<file path="config.mk">
export PLATFORM = sky130hd
export DESIGN_NAME = pi_control_system
export DESIGN_NICKNAME = d
export VERILOG_FILES = /design/src/rtl/pi_control_system.sv
export SDC_FILE = /design/constraint.sdc
export NUM_CORES = 2
export LEC_CHECK = 0
export ABC_AREA = 0
export CAP_MARGIN = 30
export CELL_PAD_IN_SITES_DETAIL_PLACEMENT = 0
export CELL_PAD_IN_SITES_GLOBAL_PLACEMENT = 1
export CORE_MARGIN = 2
export CORE_UTILIZATION = 44
export CTS_CLUSTER_SIZE = 30
export DETAILED_ROUTE_END_ITERATION = 8
export GPL_TIMING_DRIVEN = 0
export PLACE_DENSITY = 0.88
export SLEW_MARGIN = 25
export SYNTH_ARGS = -nofsm -noshare
export SYNTH_HDL_FRONTEND = slang
export SYNTH_SLANG_ARGS = --single-unit
export TNS_END_PERCENT = 30
</file>
<file path="constraint.sdc">
create_clock -name clk -period 27.5 [get_ports clk]
set_input_delay 8.25 -clock clk [delete_from_list [all_inputs] [get_ports clk]]
set_output_delay 8.25 -clock clk [all_outputs]
set_load 0.03 [all_outputs]
</file>
<file path="src/rtl/pi_control_system.sv">
// Discrete PI controller on IEEE-754 single floats, sequenced through fixed-latency add/mul stages.
// Define PI_ANTIWINDUP_EN to compile in the integrator clamp state (adds one cycle of latency).
module pi_control_system #(
  parameter logic [31:0] KP         = 32'h3f800000,
  parameter logic [31:0] KI_TS      = 32'h3c23d70a,
  parameter logic [31:0] INIT_INTEG = 32'h00000000,
  parameter logic [31:0] INTEG_MAX  = 32'h3f800000,
  parameter logic [31:0] INTEG_MIN  = 32'hbf800000,
  parameter int unsigned ADD_LAT    = 7,
  parameter int unsigned MUL_LAT    = 5
) (
  input  logic        clk,
  input  logic        rst,
  input  logic        sta,
  input  logic [31:0] ref_val,
  input  logic [31:0] fb,
  output logic [31:0] u,
  output logic        done_sig,
  output logic        busy
);

  localparam logic [7:0] AddLoad = 8'(ADD_LAT - 1);
  localparam logic [7:0] MulLoad = 8'(MUL_LAT - 1);

  typedef enum logic [2:0] {
    StIdle, StSub, StMul, StInt, StSum, StDone
`ifdef PI_ANTIWINDUP_EN
    , StClamp
`endif
  } state_e;

  // Round-to-nearest-even adder; denormals flush to zero.
  function automatic logic [31:0] fp_add(input logic [31:0] a, input logic [31:0] b);
    logic [31:0] x, y;
    logic [7:0]  dexp;
    logic [26:0] mx, my, mask;
    logic [27:0] s;
    logic [24:0] m;
    logic        rnd;
    int          e;
    if (b[30:0] > a[30:0]) begin x = b; y = a; end
    else begin x = a; y = b; end
    mx = (x[30:23] == 8'd0) ? 27'd0 : {1'b1, x[22:0], 3'b000};
    my = (y[30:23] == 8'd0) ? 27'd0 : {1'b1, y[22:0], 3'b000};
    dexp = x[30:23] - y[30:23];
    if (dexp >= 8'd27) begin
      my = {26'd0, |my};
    end else begin
      mask = (27'd1 << dexp) - 27'd1;
      my = (my >> dexp) | {26'd0, |(my & mask)};
    end
    e = int'(x[30:23]);
    if (x[31] == y[31]) s = {1'b0, mx} + {1'b0, my};
    else s = {1'b0, mx} - {1'b0, my};
    if (s == 28'd0) return 32'd0;
    if (s[27]) begin
      s = {1'b0, s[27:2], s[1] | s[0]};
      e = e + 1;
    end
    for (int i = 0; i < 26; i++) begin
      if (!s[26]) begin
        s = s << 1;
        e = e - 1;
      end
    end
    rnd = s[2] & ((|s[1:0]) | s[3]);
    m = {1'b0, s[26:3]} + {24'd0, rnd};
    if (m[24]) begin
      m = m >> 1;
      e = e + 1;
    end
    if (e <= 0) return {x[31], 31'd0};
    if (e >= 255) return {x[31], 8'hff, 23'd0};
    return {x[31], e[7:0], m[22:0]};
  endfunction

  function automatic logic [31:0] fp_mul(input logic [31:0] a, input logic [31:0] b);
    logic [47:0] prod;
    logic [24:0] m;
    logic        g, st, sgn;
    int          e;
    sgn = a[31] ^ b[31];
    if (a[30:23] == 8'd0 || b[30:23] == 8'd0) return {sgn, 31'd0};
    prod = {24'd0, 1'b1, a[22:0]} * {24'd0, 1'b1, b[22:0]};
    e = int'(a[30:23]) + int'(b[30:23]) - 127;
    if (prod[47]) begin
      m = {1'b0, prod[47:24]}; g = prod[23]; st = |prod[22:0]; e = e + 1;
    end else begin
      m = {1'b0, prod[46:23]}; g = prod[22]; st = |prod[21:0];
    end
    m = m + {24'd0, g & (st | m[0])};
    if (m[24]) begin
      m = m >> 1;
      e = e + 1;
    end
    if (e <= 0) return {sgn, 31'd0};
    if (e >= 255) return {sgn, 8'hff, 23'd0};
    return {sgn, e[7:0], m[22:0]};
  endfunction

`ifdef PI_ANTIWINDUP_EN
  // Maps float bits onto an unsigned key whose order matches numeric order.
  function automatic logic [31:0] ord_key(input logic [31:0] v);
    return v[31] ? ~v : {1'b1, v[30:0]};
  endfunction
`else
  logic unused_bounds;
  assign unused_bounds = ^{INTEG_MAX, INTEG_MIN};
`endif

  state_e      state_q, state_d;
  logic [7:0]  cnt_q, cnt_d;
  logic        done_q, done_d, busy_q, busy_d;
  logic [31:0] ref_q, fb_q, e_q, p_q, k_q, integ_n_q, un_q, integ_q, u_q;

  always_ff @(posedge clk) begin
    if (!rst) begin
      state_q <= StIdle;
      cnt_q   <= 8'd0;
      done_q  <= 1'b0;
      busy_q  <= 1'b0;
    end else begin
      state_q <= state_d;
      cnt_q   <= cnt_d;
      done_q  <= done_d;
      busy_q  <= busy_d;
    end
  end

  always_comb begin
    state_d = state_q;
    cnt_d   = (cnt_q != 8'd0) ? cnt_q - 8'd1 : 8'd0;
    unique case (state_q)
      StIdle: if (sta) begin state_d = StSub; cnt_d = AddLoad; end
      StSub:  if (cnt_q == 8'd0) begin state_d = StMul; cnt_d = MulLoad; end
      StMul:  if (cnt_q == 8'd0) begin state_d = StInt; cnt_d = AddLoad; end
`ifdef PI_ANTIWINDUP_EN
      StInt:   if (cnt_q == 8'd0) begin state_d = StClamp; cnt_d = 8'd0; end
      StClamp: begin state_d = StSum; cnt_d = AddLoad; end
`else
      StInt:  if (cnt_q == 8'd0) begin state_d = StSum; cnt_d = AddLoad; end
`endif
      StSum:  if (cnt_q == 8'd0) begin state_d = StDone; cnt_d = 8'd0; end
      StDone: state_d = StIdle;
      default: begin state_d = StIdle; cnt_d = 8'd0; end
    endcase
  end

  // busy stays high through the done cycle even though the FSM is already back in idle
  always_comb begin
    done_d = (state_q == StDone);
    busy_d = (state_d != StIdle) || (state_q == StDone);
  end

  always_ff @(posedge clk) begin
    if (!rst) begin
      ref_q     <= 32'd0;
      fb_q      <= 32'd0;
      e_q       <= 32'd0;
      p_q       <= 32'd0;
      k_q       <= 32'd0;
      integ_n_q <= 32'd0;
      un_q      <= 32'd0;
      integ_q   <= INIT_INTEG;
      u_q       <= 32'd0;
    end else begin
      if (state_q == StIdle && sta) begin
        ref_q <= ref_val;
        fb_q  <= fb;
      end
      if (state_q == StSub && cnt_q == 8'd0) e_q <= fp_add(ref_q, {~fb_q[31], fb_q[30:0]});
      if (state_q == StMul && cnt_q == 8'd0) begin
        p_q <= fp_mul(KP, e_q);
        k_q <= fp_mul(KI_TS, e_q);
      end
      if (state_q == StInt && cnt_q == 8'd0) integ_n_q <= fp_add(integ_q, k_q);
`ifdef PI_ANTIWINDUP_EN
      if (state_q == StClamp) begin
        if (ord_key(integ_n_q) > ord_key(INTEG_MAX)) integ_n_q <= INTEG_MAX;
        else if (ord_key(integ_n_q) < ord_key(INTEG_MIN)) integ_n_q <= INTEG_MIN;
      end
`endif
      if (state_q == StSum && cnt_q == 8'd0) un_q <= fp_add(p_q, integ_n_q);
      if (state_q == StDone) begin
        u_q     <= un_q;
        integ_q <= integ_n_q;
      end
    end
  end

  assign u        = u_q;
  assign done_sig = done_q;
  assign busy     = busy_q;

endmodule

</file>
==> results.py <==
metrics = {
    "outcome": {
        "outcome": "finished clean",
    },
    "yosys": {
        "async_reset_ff_frac": 0,
        "synth_cell_types": 156,
        "synthCells": 12400,
        "ys_ff_latch": 300,
        "ys_warn_count": 0,
        "ys_seq_area_frac": 0.0708,
        "synth-main-ff-cell": "dfxtp_1",
        "syn_nets": 13200,
        "synth_edf_count": 0,
        "syn_area_mm2": 0.0848,
        "syn_avg_cell_area_um2": 6.86,
    },
    "min_path": {
        "min_from": "cnt_q[0]",
        "hold_path_end": "cnt_q[0]",
        "hold_path_class": "register to register",
        "hold_depth": 1,
    },
    "die": {
        "die_area_mm2": 0.196,
        "fp-row-count": 161,
        "fp.dieW_um": 443,
        "die_h_um": 443,
        "coreArea_mm2": 0.192,
        "initial_core_util": 0.442,
        "io_pins": 101,
    },
    "critical_path": {
        "critical_path_buf_inv_count": 65,
        "critical_path.top_delay_family": "buffers and inverters",
        "crit_type": "register to register",
        "rrSetupSlack_ns": 0.62,
        "cp_slowest_cell": "a2111oi_2",
        "r2r-start": "ref_q[1]",
        "cp-start-kind": "register",
        "r2r-end": "e_q[21]",
        "crit_fanout": 14,
        "reg2regPathDepth": 146,
        "cp.required_ns": 28.04,
        "max_stage_delay_ns": 0.60,
        "critPathCaptureType": "register",
        "crit_top_cell": "buf_4",
        "cp_data_arrival_time_ns": 27.41,
    },
    "global_routing": {
        "antenna_found_initial": 14,
        "grt_pass1_vias": 93400,
        "grt_first_pass_wirelength_mm": 559,
        "grt_max_degree": 29,
        "grt_overflow": 0,
        "gr-usage-all-layers": 0.354,
    },
    "finish": {
        "fillerInstances": 19300,
        "syn2layout_area_growth_pct": 13.9,
        "fin_nets": 13600,
        "seq_area_mm2": 0.00613,
        "drive_gt1_frac": 0.121,
        "multi_input_area_mm2": 0.0775,
    },
    "placement": {
        "hpwl_mm": 299,
        "gp_congestion": 1.03,
        "io_buffers": 100,
    },
    "timing": {
        "hold_ws_ns": 0.451,
        "worstMarginPinSlew_ns": 1.20,
        "hold_viol": 0,
        "skew_ns": 0.0445,
        "fin_crit_ns": 26.88,
        "setup_viol": 0,
        "max_freq_mhz": 37.2,
        "slew_viol_final": 0,
        "slew_headroom": 0.190,
        "fin_crit_sh": 0.977,
    },
    "drt": {
        "antenna_left": 0,
        "drc_errors": 0,
        "dr_total_vias": 101000,
        "wire_per_inst_um": 24.1,
        "drt_iter0_markers": 10600,
        "drtPass1Iterations": 7,
        "wl_mm": 371,
        "via_per_inst": 6.54,
    },
    "cts": {
        "cts_tree": "built",
        "clock-sinks": 300,
        "cts_root_buf": "clkbuf_16",
        "cts_max_level": 2,
        "clkTransAtPathRegs_ns": 0.09,
        "clock_latency_ns": 0.63,
        "clk_path_buf_depth": 3,
        "cts_buffers": 35,
    },
    "flow_run": {
        "cap_violations": 0,
    },
}
## layout by cell type (no fill, tap or decap), types with 56 or more instances in the layout
| master | netlist | layout |
|---|---|---|
| a211oi_1 | 197 | 184 |
| a21o_1 | 129 | 128 |
| a21oi_1 | 998 | 951 |
| a22oi_1 | 90 | 88 |
| a31oi_1 | 179 | 171 |
| and2_1 | 146 | 139 |
| and3_1 | 162 | 154 |
| buf_2 | 78 | 75 |
| buf_4 | 20 | 319 |
| clkbuf_1 | 439 | 365 |
| clkdlybuf4s50_1 | 0 | 100 |
| dfxtp_1 | 300 | 231 |
| fa_1 | 197 | 194 |
| ha_1 | 542 | 485 |
| inv_1 | 553 | 534 |
| mux2_2 | 113 | 106 |
| mux2i_1 | 299 | 288 |
| nand2_1 | 1574 | 1550 |
| nand2b_1 | 103 | 101 |
| nand3_1 | 494 | 482 |
| nand4_1 | 175 | 175 |
| nor2_1 | 1158 | 1121 |
| nor2b_1 | 77 | 72 |
| nor3_1 | 459 | 441 |
| nor4_1 | 137 | 123 |
| o211ai_1 | 160 | 160 |
| o21a_1 | 99 | 97 |
| o21ai_0 | 714 | 667 |
| o21ai_1 | 59 | 79 |
| o22ai_1 | 79 | 77 |
| o31ai_1 | 102 | 95 |
| or2_2 | 62 | 59 |
| or3_1 | 160 | 157 |
| xnor2_1 | 557 | 524 |
| xnor2_2 | 26 | 56 |
| xor2_1 | 284 | 255 |
## area by class of cell
class / instances / area share
buffer: 575 / 0.0288
sequential: 300 / 0.0635
inverter: 564 / 0.0220
multi-input combinational: 10900 / 0.802
clock buffer: 42 / 0.00986
timing repair buffer: 434 / 0.0372
antenna: 4 / 0.000104
tap: 2526 / 0.0327
clock inverter: 21 / 0.00341
## layer usage
layer | part of all wire | track usage | routed length (um)
met2 | 0.45 | 0.569 | 165000
met4 | 0.050 | 0.154 | 18600
met1 | 0.43 | 0.474 | 158000
met5 | 0.00010 | 0 | 37
met3 | 0.077 | 0.0448 | 28700
## logic make-up after synthesis
kind of cell / synth area share
AND/OR/NAND/NOR: 0.290
AO/OA/AOI/OAI: 0.292
buffers and inverters: 0.0545
XOR/XNOR: 0.106
adder cells (fa/ha/maj): 0.128
multiplexers: 0.0590
flip-flops: 0.0708
## worst max-delay path by stage
| stage | startpoint | end | slack [ns] | cells past startpoint |
|---|---|---|---|---|
| final | ref_q[1] | e_q[21] | 0.62 | 146 |
| after global routing | p_q[21] | un_q[0] | -0.36 | 146 |
| after CTS | integ_q[25] | integ_n_q[15] | 0.01 | 147 |
| after detailed placement | integ_n_q[29] | un_q[22] | -7.25 | 142 |
| after global placement | integ_n_q[29] | un_q[8] | -6.89 | 145 |
| after floorplan | p_q[27] | un_q[10] | 0.04 | 148 |
## repair_timing
action,4_1_cts,5_1_grt
pin swaps,116,209
buffers inserted,162,139
cloned,0,3
gates resized for setup,452,496
setup endpoints to repair,93,93
hold buffers,0,0
## per-stage QoR
step           setup slack [ns]  instances   util  setup TNS (ns)  area [um^2]
2_1_floorplan            0.0426      12400      -               0        84800
3_3_place_gp              -6.89      15000  0.464         -553.62        89000
3_5_place_dp              -7.25      15000  0.465         -570.33        89300
4_1_cts                 0.00989      15200  0.487               0        93500
5_1_grt                  -0.361      15400  0.503          -20.01        96600
6_report                  0.622      15400  0.503               0        96600
## synth_stat cells (99+ instances only)
| cell | instances | area (um^2) |
|---|---|---|
| nor2_1 | 1158 | 4350 |
| and2_1 | 146 | 913 |
| xor2_1 | 284 | 2490 |
| mux2i_1 | 299 | 2990 |
| inv_1 | 553 | 2080 |
| o211ai_1 | 160 | 1200 |
| o21ai_0 | 714 | 3570 |
| nand4_1 | 175 | 1090 |
| nand2b_1 | 103 | 644 |
| nand2_1 | 1574 | 5910 |
| nor4_1 | 137 | 857 |
| and3_1 | 162 | 1010 |
| a211oi_1 | 197 | 1480 |
| fa_1 | 197 | 3940 |
| a31oi_1 | 179 | 1120 |
| nand3_1 | 494 | 2470 |
| a21oi_1 | 998 | 4990 |
| dfxtp_1 | 300 | 6010 |
| a21o_1 | 129 | 968 |
| mux2_2 | 113 | 1270 |
| o21a_1 | 99 | 743 |
| nor3_1 | 459 | 2300 |
| clkbuf_1 | 439 | 1650 |
| o31ai_1 | 102 | 766 |
| xnor2_1 | 557 | 4880 |
| or3_1 | 160 | 1000 |
| ha_1 | 542 | 6780 |
## registers in the layout, indices dropped and copies added, names as in the netlist
| name | cells |
|---|---|
| busy | 1 |
| cnt_q | 8 |
| done_sig | 1 |
| e_q | 32 |
| fb_q | 32 |
| integ_n_q | 32 |
| integ_q | 32 |
| k_q | 31 |
| p_q | 32 |
| ref_q | 32 |
| state_q | 3 |
| u | 32 |
| un_q | 32 |
Power is left out: the tool's default activity adds up to more than one toggle a clock period on the data nets, which glitch-free logic cannot reach.
